### src/rtl/seven_seg_scan_ctrl_if.sv
// Display-side bundle of the 7-segment scan controller: value/shadow-load inputs from
// the producer logic and the registered segment/digit pins plus the frame strobe.
interface seven_seg_scan_ctrl_if #(
    parameter int unsigned N_DIGITS = 4
);
    logic [4*N_DIGITS-1:0] i_value;
    logic [N_DIGITS-1:0]   i_dp;
    logic [N_DIGITS-1:0]   i_digit_en;
    logic                  i_load;
    logic [7:0]            o_seg;
    logic [N_DIGITS-1:0]   o_dig;
    logic                  o_frame_done;

    modport master (
        output i_value, i_dp, i_digit_en, i_load,
        input  o_seg, o_dig, o_frame_done
    );

    modport slave (
        input  i_value, i_dp, i_digit_en, i_load,
        output o_seg, o_dig, o_frame_done
    );
endinterface

### src/rtl/seven_seg_scan_ctrl.sv
// Time-multiplexed scan controller for a common-segment 7-segment display with a
// frame-synchronous shadow register so displayed values never tear mid-frame.
module seven_seg_scan_ctrl #(
    parameter int unsigned N_DIGITS       = 4,
    parameter int unsigned DIGIT_TICKS    = 4000,
    parameter int unsigned BLANK_TICKS    = 400,
    parameter bit          SEG_ACTIVE_LOW = 1'b1,
    parameter bit          DIG_ACTIVE_LOW = 1'b1
) (
    input logic                  clk,
    input logic                  rst_n,
    seven_seg_scan_ctrl_if.slave bus
);

    localparam int unsigned MAX_TICKS = (DIGIT_TICKS > BLANK_TICKS) ? DIGIT_TICKS : BLANK_TICKS;
    localparam int unsigned TW        = (MAX_TICKS > 1) ? $clog2(MAX_TICKS) : 1;
    localparam int unsigned IW        = (N_DIGITS > 1) ? $clog2(N_DIGITS) : 1;
    localparam int unsigned VW        = 4 * N_DIGITS;

    localparam logic [TW-1:0]       DIGIT_LAST = TW'(DIGIT_TICKS - 1);
    localparam logic [TW-1:0]       BLANK_LAST = TW'(BLANK_TICKS - 1);
    localparam logic [IW-1:0]       IDX_LAST   = IW'(N_DIGITS - 1);
    localparam logic [7:0]          SEG_OFF    = SEG_ACTIVE_LOW ? 8'hFF : 8'h00;
    localparam logic [N_DIGITS-1:0] DIG_OFF    = DIG_ACTIVE_LOW ? {N_DIGITS{1'b1}}
                                                                : {N_DIGITS{1'b0}};

    typedef enum logic [0:0] {StBlank, StOn} state_e;

    state_e              state_q, state_d;
    logic [TW-1:0]       tick_q, tick_d;
    logic [IW-1:0]       idx_q, idx_d;
    logic                swap;

    logic [VW-1:0]       pend_value_q, pend_value_d;
    logic [N_DIGITS-1:0] pend_dp_q, pend_dp_d;
    logic [N_DIGITS-1:0] pend_en_q, pend_en_d;
    logic [VW-1:0]       act_value_q, act_value_d;
    logic [N_DIGITS-1:0] act_dp_q, act_dp_d;
    logic [N_DIGITS-1:0] act_en_q, act_en_d;

    logic [7:0]          seg_q, seg_d;
    logic [N_DIGITS-1:0] dig_q, dig_d;
    logic                frame_done_q;

    logic [3:0]          nibble;
    logic [7:0]          seg_raw;
    logic [N_DIGITS-1:0] dig_sel;
    logic                lit;

    // Active-high {g,f,e,d,c,b,a}, bit0 = a.
    function automatic logic [6:0] decode(input logic [3:0] n);
        logic [6:0] s;
        case (n)
            4'h0: s = 7'h3F;
            4'h1: s = 7'h06;
            4'h2: s = 7'h5B;
            4'h3: s = 7'h4F;
            4'h4: s = 7'h66;
            4'h5: s = 7'h6D;
            4'h6: s = 7'h7D;
            4'h7: s = 7'h07;
            4'h8: s = 7'h7F;
            4'h9: s = 7'h6F;
            4'hA: s = 7'h77;
            4'hB: s = 7'h7C;
            4'hC: s = 7'h39;
            4'hD: s = 7'h5E;
            4'hE: s = 7'h79;
            4'hF: s = 7'h71;
        endcase
        return s;
    endfunction

    // Scan sequencing: timing depends only on the tick/idx counters, never on inputs.
    always_comb begin
        state_d = state_q;
        tick_d  = tick_q + 1'b1;
        idx_d   = idx_q;
        swap    = 1'b0;
        unique case (state_q)
            StBlank: begin
                if (tick_q == BLANK_LAST) begin
                    state_d = StOn;
                    tick_d  = '0;
                end
            end
            StOn: begin
                if (tick_q == DIGIT_LAST) begin
                    state_d = StBlank;
                    tick_d  = '0;
                    if (idx_q == IDX_LAST) begin
                        idx_d = '0;
                        swap  = 1'b1;
                    end else begin
                        idx_d = idx_q + 1'b1;
                    end
                end
            end
        endcase
    end

    // A load in the swap cycle feeds active directly through pend_*_d.
    always_comb begin
        pend_value_d = pend_value_q;
        pend_dp_d    = pend_dp_q;
        pend_en_d    = pend_en_q;
        if (bus.i_load) begin
            pend_value_d = bus.i_value;
            pend_dp_d    = bus.i_dp;
            pend_en_d    = bus.i_digit_en;
        end
        act_value_d = act_value_q;
        act_dp_d    = act_dp_q;
        act_en_d    = act_en_q;
        if (swap) begin
            act_value_d = pend_value_d;
            act_dp_d    = pend_dp_d;
            act_en_d    = pend_en_d;
        end
    end

    // Outputs are derived from next-state so pins change on the same edge as the FSM.
    always_comb begin
        nibble  = act_value_d[4*idx_d +: 4];
        seg_raw = {act_dp_d[idx_d], decode(nibble)};
        dig_sel = N_DIGITS'(1) << idx_d;
        lit     = (state_d == StOn) && act_en_d[idx_d];
        seg_d   = SEG_OFF;
        dig_d   = DIG_OFF;
        if (lit) begin
            seg_d = seg_raw ^ SEG_OFF;
            dig_d = dig_sel ^ DIG_OFF;
        end
    end

    always_ff @(posedge clk or negedge rst_n) begin
        if (!rst_n) begin
            state_q      <= StBlank;
            tick_q       <= '0;
            idx_q        <= '0;
            pend_value_q <= '0;
            pend_dp_q    <= '0;
            pend_en_q    <= '0;
            act_value_q  <= '0;
            act_dp_q     <= '0;
            act_en_q     <= '0;
            seg_q        <= SEG_OFF;
            dig_q        <= DIG_OFF;
            frame_done_q <= 1'b0;
        end else begin
            state_q      <= state_d;
            tick_q       <= tick_d;
            idx_q        <= idx_d;
            pend_value_q <= pend_value_d;
            pend_dp_q    <= pend_dp_d;
            pend_en_q    <= pend_en_d;
            act_value_q  <= act_value_d;
            act_dp_q     <= act_dp_d;
            act_en_q     <= act_en_d;
            seg_q        <= seg_d;
            dig_q        <= dig_d;
            frame_done_q <= swap;
        end
    end

    assign bus.o_seg        = seg_q;
    assign bus.o_dig        = dig_q;
    assign bus.o_frame_done = frame_done_q;

endmodule

### src/flat_wrapper.sv
// flat-port wrapper written by rule: the top's interface ports become plain ports
module seven_seg_scan_ctrl_flat 
#(
    parameter int unsigned N_DIGITS       = 4,
    parameter int unsigned DIGIT_TICKS    = 4000,
    parameter int unsigned BLANK_TICKS    = 400,
    parameter bit          SEG_ACTIVE_LOW = 1'b1,
    parameter bit          DIG_ACTIVE_LOW = 1'b1
)
  (clk, rst_n, bus_i_value, bus_i_dp, bus_i_digit_en, bus_i_load, bus_o_seg, bus_o_dig, bus_o_frame_done);
  seven_seg_scan_ctrl_if #(.N_DIGITS(N_DIGITS)) bus_i ();
  input logic clk;
  input logic rst_n;
  input wire logic [$bits(bus_i.i_value)-1:0] bus_i_value;
  input wire logic [$bits(bus_i.i_dp)-1:0] bus_i_dp;
  input wire logic [$bits(bus_i.i_digit_en)-1:0] bus_i_digit_en;
  input wire logic [$bits(bus_i.i_load)-1:0] bus_i_load;
  output wire logic [$bits(bus_i.o_seg)-1:0] bus_o_seg;
  output wire logic [$bits(bus_i.o_dig)-1:0] bus_o_dig;
  output wire logic [$bits(bus_i.o_frame_done)-1:0] bus_o_frame_done;
  assign bus_i.i_value = bus_i_value;
  assign bus_i.i_dp = bus_i_dp;
  assign bus_i.i_digit_en = bus_i_digit_en;
  assign bus_i.i_load = bus_i_load;
  assign bus_o_seg = bus_i.o_seg;
  assign bus_o_dig = bus_i.o_dig;
  assign bus_o_frame_done = bus_i.o_frame_done;
  seven_seg_scan_ctrl #(.N_DIGITS(N_DIGITS), .DIGIT_TICKS(DIGIT_TICKS), .BLANK_TICKS(BLANK_TICKS), .SEG_ACTIVE_LOW(SEG_ACTIVE_LOW), .DIG_ACTIVE_LOW(DIG_ACTIVE_LOW)) u_core (.clk(clk), .rst_n(rst_n), .bus(bus_i));
endmodule
### config.mk
export PLATFORM = sky130hd
export DESIGN_NAME = seven_seg_scan_ctrl_flat
export DESIGN_NICKNAME = d
export VERILOG_FILES = /design/src/rtl/seven_seg_scan_ctrl_if.sv /design/src/rtl/seven_seg_scan_ctrl.sv /design/src/flat_wrapper.sv
export SDC_FILE = /design/constraint.sdc
export NUM_CORES = 1
export LEC_CHECK = 0
export CAP_MARGIN = 20
export CORE_ASPECT_RATIO = 0.8
export CORE_MARGIN = 4
export CORE_UTILIZATION = 35
export CTS_CLUSTER_DIAMETER = 120
export DETAILED_ROUTE_END_ITERATION = 8
export MAX_ROUTING_LAYER = met4
export PLACE_DENSITY_LB_ADDON = 0.1
export SETUP_SLACK_MARGIN = 0.02
export SLEW_MARGIN = 20
export SYNTH_ARGS = -nofsm -noshare
export SYNTH_HDL_FRONTEND = slang
export SYNTH_SLANG_ARGS = --single-unit
### constraint.sdc
create_clock -name clk -period 5.1 [get_ports clk]
set_clock_uncertainty 0.2 [all_clocks]
set_input_delay 0.51 -clock clk [delete_from_list [all_inputs] [get_ports clk]]
set_output_delay 0.51 -clock clk [all_outputs]
set_load 0.005 [all_outputs]
Word level (Yosys, flattened, before mapping)
Memory sizes are Yosys's and may differ from the RTL's.
Index checks and enable logic that the tools add are counted.
{"block": "totals", "reg_bits": 76, "rom_bits": 112, "n_memories": 1}
{"block": "op_classes", "addsub": 2, "order_cmp": 1, "n_eq_ne": 3, "shifts": 2, "mux": 24, "n_bitwise": 3, "reduce_logical": 1}
{"name": "(no name shown)", "depth": 16, "word_bits": 7, "rd": 1, "rd_clocked_by_memory_dff": 0, "write_ports": 0, "line_no": "seven_seg_scan_ctrl.sv:53", "text": "case (n)"}
{"op": "$mux 16", "count": 2}
{"op": "$mux 12", "count": 2}
{"op": "$pmux 12 s2", "count": 1}
{"op": "$mux 4", "count": 5}
{"op": "$shiftx 16x5->4", "count": 1}
{"op": "$add 12x1->12 const B", "count": 1}
{"op": "$eq 12x12->1 const B", "count": 1}
{"op": "$eq 12x9->1 const B", "count": 1}
{"op": "$mux 8", "count": 1}
{"op": "$not 8->8", "count": 1}
{"op": "$mux 1", "count": 7}
{"op": "$mux 2", "count": 3}
{"op": "$bmux 1 s2", "count": 2}
{"op": "$not 4->4", "count": 1}
{"op": "$shl 1x2->4 const A", "count": 1}
{"op": "$lt 2x3->1 const B", "count": 1}
{"op": "$add 2x1->2 const B", "count": 1}
{"op": "$eq 2x2->1 const B", "count": 1}
{"op": "$pmux 1 s2", "count": 1}
{"op": "$logic_and 1x1->1", "count": 1}
{"op": "$not 1->1", "count": 1}

Depth between registers and ports, before layout
{"block": "logic_depth", "depth_word": 9, "ltp_mapped": 13}

Least setup slack after synthesis
No wires, ideal clock.
{"block": "synth_path", "path_kind": "input port to flip-flop", "start": "input port bus_i_load", "end": "register u_core.seg_q[5], in the netlist u_core.bus.o_seg[5]", "setup_time_ns": 0.079, "arrival_time_ns": 3.334, "required_ns": 4.821, "setup_slack_ns": 1.487, "stages": 12, "path_buffers": 3, "path_cell_list": "clkbuf_1 > buf_2 > buf_1 > mux2_2 > mux2_2 > mux2_2 > mux2i_1 > inv_1 > ha_1 > mux2_2 > o21ai_0 > nand2_1"}
{"block": "synth_via", "elab_chain_len": 6, "elab_cells_between_ends": 11}
{"item": "start: declaration", "line_no": "flat_wrapper.sv:17", "text": "input wire logic [$bits(bus_i.i_load)-1:0] bus_i_load;"}
{"item": "$mux 16", "line_no": "seven_seg_scan_ctrl.sv:107", "text": "if (bus.i_load) begin"}
{"item": "net u_core.pend_value_d[5]", "line_no": "seven_seg_scan_ctrl.sv:34", "text": "logic [VW-1:0] pend_value_q, pend_value_d;"}
{"item": "$mux 16", "line_no": "seven_seg_scan_ctrl.sv:115", "text": "if (swap) begin"}
{"item": "net u_core.act_value_d[5]", "line_no": "seven_seg_scan_ctrl.sv:37", "text": "logic [VW-1:0] act_value_q, act_value_d;"}
{"item": "$shiftx 16x5->4", "line_no": "seven_seg_scan_ctrl.sv:124", "text": "nibble = act_value_d[4*idx_d +: 4];"}
{"item": "$mem_v2 16x7"}
{"item": "$not 8->8 (no line)"}
{"item": "$mux 8", "line_no": "seven_seg_scan_ctrl.sv:130", "text": "if (lit) begin"}
{"item": "net u_core.seg_d[5]", "line_no": "seven_seg_scan_ctrl.sv:41", "text": "logic [7:0] seg_q, seg_d;"}
{"item": "end signal: assignment", "line_no": "seven_seg_scan_ctrl.sv:160", "text": "seg_q <= seg_d;"}
{"item": "end: declaration", "line_no": "seven_seg_scan_ctrl.sv:41"}
The timed path passes the listed nets, and every way through them passes these cells. The select of a mux whose other input is x is not followed.

Worst setup path in the final report
{"block": "layout_path", "start": "register u_core.tick_q[0]", "end": "register u_core.seg_q[5], in the netlist u_core.bus.o_seg[5]"}
{"block": "layout_via", "elab_chain_len": 8, "elab_cells_between_ends": 18}
{"item": "start: declaration", "line_no": "seven_seg_scan_ctrl.sv:30", "text": "logic [TW-1:0] tick_q, tick_d;"}
{"item": "start signal: assignment", "line_no": "seven_seg_scan_ctrl.sv:152", "text": "tick_q <= tick_d;"}
{"item": "$eq 12x12->1", "line_no": "seven_seg_scan_ctrl.sv:88", "text": "if (tick_q == DIGIT_LAST) begin"}
{"item": "$mux 1", "line_no": "seven_seg_scan_ctrl.sv:88"}
{"item": "$mux 1", "line_no": "seven_seg_scan_ctrl.sv:80", "text": "unique case (state_q)"}
{"item": "$mux 16", "line_no": "seven_seg_scan_ctrl.sv:115"}
{"item": "net u_core.act_value_d[0]", "line_no": "seven_seg_scan_ctrl.sv:37"}
{"item": "$shiftx 16x5->4", "line_no": "seven_seg_scan_ctrl.sv:124"}
{"item": "$mem_v2 16x7"}
{"item": "$not 8->8 (no line)"}
{"item": "$mux 8", "line_no": "seven_seg_scan_ctrl.sv:130"}
{"item": "net u_core.seg_d[5]", "line_no": "seven_seg_scan_ctrl.sv:41"}
The timed path passes the listed nets, and every way through them passes these cells. The select of a mux whose other input is x is not followed.

==> flow_summary_export.csv <==
group,metric,value,unit
status,status,"finished, final reports clean",
finish,fill_cells,863,
floorplan,die_h,96.4,um
clock_network,clk_pin_slew,60,ps
critical_path,slowest_stage,"nor4_4",
timing,finalHoldViolCount,0,
yosys,synth_top_area_cell,"dfrtp_1",
timing,setup_viol,0,
clock_network,cts_root_buf,"clkbuf_16",
critical_path,path_delay_family,"multiplexers",
min_path,worstHoldPathType,"in2async",
timing,slew_viol_final,0,
yosys,synth_enable_flop_cells,0,
floorplan,die_x,119,um
clock_network,clk-insertion-delay-late,330,ps
critical_path,start_kind,"flip-flop",
timing,maxSlewHeadroom,36.2,%
flow_run,cap_violations,0,
floorplan,dieArea,11400,um2
finish,multi_input_area,1410,um2
grt,grt_first_pass_wirelength,10500,um
timing,clock.fmax,266,MHz
critical_path,path_depth,11,
yosys,synth_seq_cells,76,
clock_network,post_cts_buffers,0,
detailed_routing,via_count,1928,
critical_path,crit_top_cell,"mux2_2",
pwr,cellPowerDensity,330,nW/um2
clock_network,cts_tree,"yes",
detailed_routing,wl,6120,um
yosys,synthTopCellsByArea,"dfrtp_1 (47%), mux2_2 (19%), dfstp_2 (9.2%), ha_1 (2.9%), nor2_1 (2.1%)",
finish,num_antenna_cells,0,
clock_network,clockBufferDepth,2,
floorplan,initial_core_util,36.9,%
finish,fin_area,4270,um2
yosys,seq_area_frac_synth,56.0,%
clock_network,cts_buffers,9,
clock_network,ctsHoldBuffers,0,
placed_design,post-place-cells,399,
timing,finalCriticalPeriod,3770,ps
placed_design,port_buffers,39,
detailed_routing,antenna_left,0,
clock_network,h-tree-depth,3,
critical_path,reg2reg_depth,11,
floorplan,io_pins,40,
grt,grt_antenna_before_repair,0,
pwr,p_leak,1.94,nW
timing,rsz0062_at_grt,"false",
yosys,async_reset_ff_share,100,%
timing,worstMarginPinSlew,956,ps
floorplan,coreArea,9270,um2
placed_design,place_congestion,0.743,
finish,fin_cells,415,
finish,seq_area,1920,um2
detailed_routing,dr.pass1.iters,4,
yosys,netlist.area_leader.share,46.8,%
critical_path,path_class,"reg2reg",
floorplan,placementRows,31,
grt,grt_pass1_vias,2078,
yosys,yosysMostFrequentCell,"dfrtp_1",
yosys,ys_types,40,
yosys,yosys_warnings,0,
detailed_routing,drc_errors,0,
critical_path,slowest_delay,710,ps
yosys,avgSynthCellArea,13.7,um2
critical_path,critPathCaptureType,"flip-flop",
detailed_routing,wl_per_cell,14.7,um
grt,gr-total-overflow,0,
detailed_routing,drt-initial-drc-count,95,
pwr,irDropWorstVdd,0.168,mV
clock_network,cts_resized,0,
clock_network,cts.sinks,76,
finish,final_nets,330,
critical_path,path_cells,"ha_1, nand3_4, nor4_4, mux2_2, mux2_2, mux2i_1, inv_1, ha_1, mux2_2, o21ai_0, nand2_1",
finish,layout-drive-gt1-share,34.3,%
detailed_routing,via_per_inst,4.65,
critical_path,cp.arrival,3810,ps
grt,grt_max_degree,77,
yosys,synth_cells,249,
yosys,synth_area,3420,um2
timing,finalSetupTns,0,ps
finish,utilization,46.0,%
grt,grtUsageTotal,12.2,%
placed_design,dp_hpwl,4120,um
placed_design,placed_cell_area,3920,um2
yosys,syn-num-nets,284,
yosys,ys_top_cells_by_count,"dfrtp_1 (64), mux2_2 (59), nor2_1 (19)",
critical_path,cp.required,5150,ps
timing,layout_worst_path_cycle_share,73.8,%
critical_path,path_buf_inv,1,
yosys,synthFlopType,"dfrtp_1",
finish,area_delta_synth_final,24.7,%
critical_path,worstPathMaxFanout,10,
[layer usage]
metal	vias to the layer above	wire, um	global-route usage (%)
met3	6	280	5.24
li1	952	-	-
met5	-	0	-
met4	0	61	3.47
met2	35	2530	16.5
met1	935	3260	16.6
[placed cells by master, fill, tap and decap left out, types with 2 or more instances in the layout]
cell and count:
dfrtp_1 64, mux2_2 59, clkdlybuf4s50_1 38, nor2_1 19
nand2_1 15, dfstp_2 12, clkbuf_16 9, ha_1 8
mux2i_1 7, nand3_1 7, xor2_1 7, buf_4 7
inv_1 5, o21ai_0 5, xnor2_1 4, bufinv_16 3
nand3_4 2, nor4_4 2, a21oi_1 2, nor2b_1 2
o21ai_1 2, o221ai_1 2, clkinv_4 2
[metrics by stage]
step           hold WS (ps)  total power, mW  worst slack (ps)
3_5_place_dp            257            0.701               963
4_1_cts                 172             1.43              1240
6_report                106             1.41              1330
5_1_grt                 211             1.46              1010
2_1_floorplan          14.4            0.662              1490
3_3_place_gp            259            0.700               930
[flip-flops by register name, indices dropped and copies added, names as in the netlist]
| name | flops |
|---|---|
| u_core.state_q | 1 |
| u_core.bus.o_dig | 4 |
| u_core.act_value_q | 16 |
| u_core.act_en_q | 4 |
| u_core.act_dp_q | 4 |
| u_core.pend_value_q | 16 |
| u_core.pend_dp_q | 4 |
| u_core.pend_en_q | 4 |
| u_core.tick_q | 12 |
| u_core.idx_q | 2 |
| u_core.bus.o_frame_done | 1 |
| u_core.bus.o_seg | 8 |
[power breakdown]
group          switching (mW)  internal (mW)
combinational          0.0270         0.0349
clock                   0.239          0.479
sequential            0.00404          0.622
[final cells by class]
| class | count | share of cell area [%] |
|---|---|---|
| Timing Repair Buffer | 45 | 10.1 |
| Inverter | 5 | 0.440 |
| Tap cell | 115 | 3.37 |
| Sequential cell | 76 | 44.9 |
| Clock inverter | 6 | 2.64 |
| Clock buffer | 10 | 5.37 |
| Multi-Input combinational cell | 158 | 33.1 |
[path summary, 6_finish.rpt]
check / from / to / slack [ps]
setup / recovery: u_core.tick_q[0] / u_core.bus.o_seg[5] / 1330
hold reg to reg: u_core.tick_q[0] / u_core.tick_q[0] / 260
max in group asynchronous: rst_n / u_core.tick_q[8] / 3940
setup reg to reg: u_core.tick_q[0] / u_core.bus.o_seg[5] / 1330
min in group clk: u_core.tick_q[0] / u_core.tick_q[0] / 260
hold / removal: rst_n / u_core.pend_value_q[10] / 110
[cells by family (layout without fill, tap and decap cells)]
logic type / after synthesis / after routing / share of synthesized area (%)
DFF: 76 / 76 / 56.0
muxes: 69 / 69 / 23.2
and+or+nand+nor: 55 / 55 / 9.51
AOI/OAI and AO/OA: 15 / 15 / 2.78
buffers and inverters: 15 / 66 / 2.71
xor gates and xnor gates: 11 / 11 / 2.82
adders and majority gates: 8 / 8 / 2.93
Power figures use the tool's default switching activity.
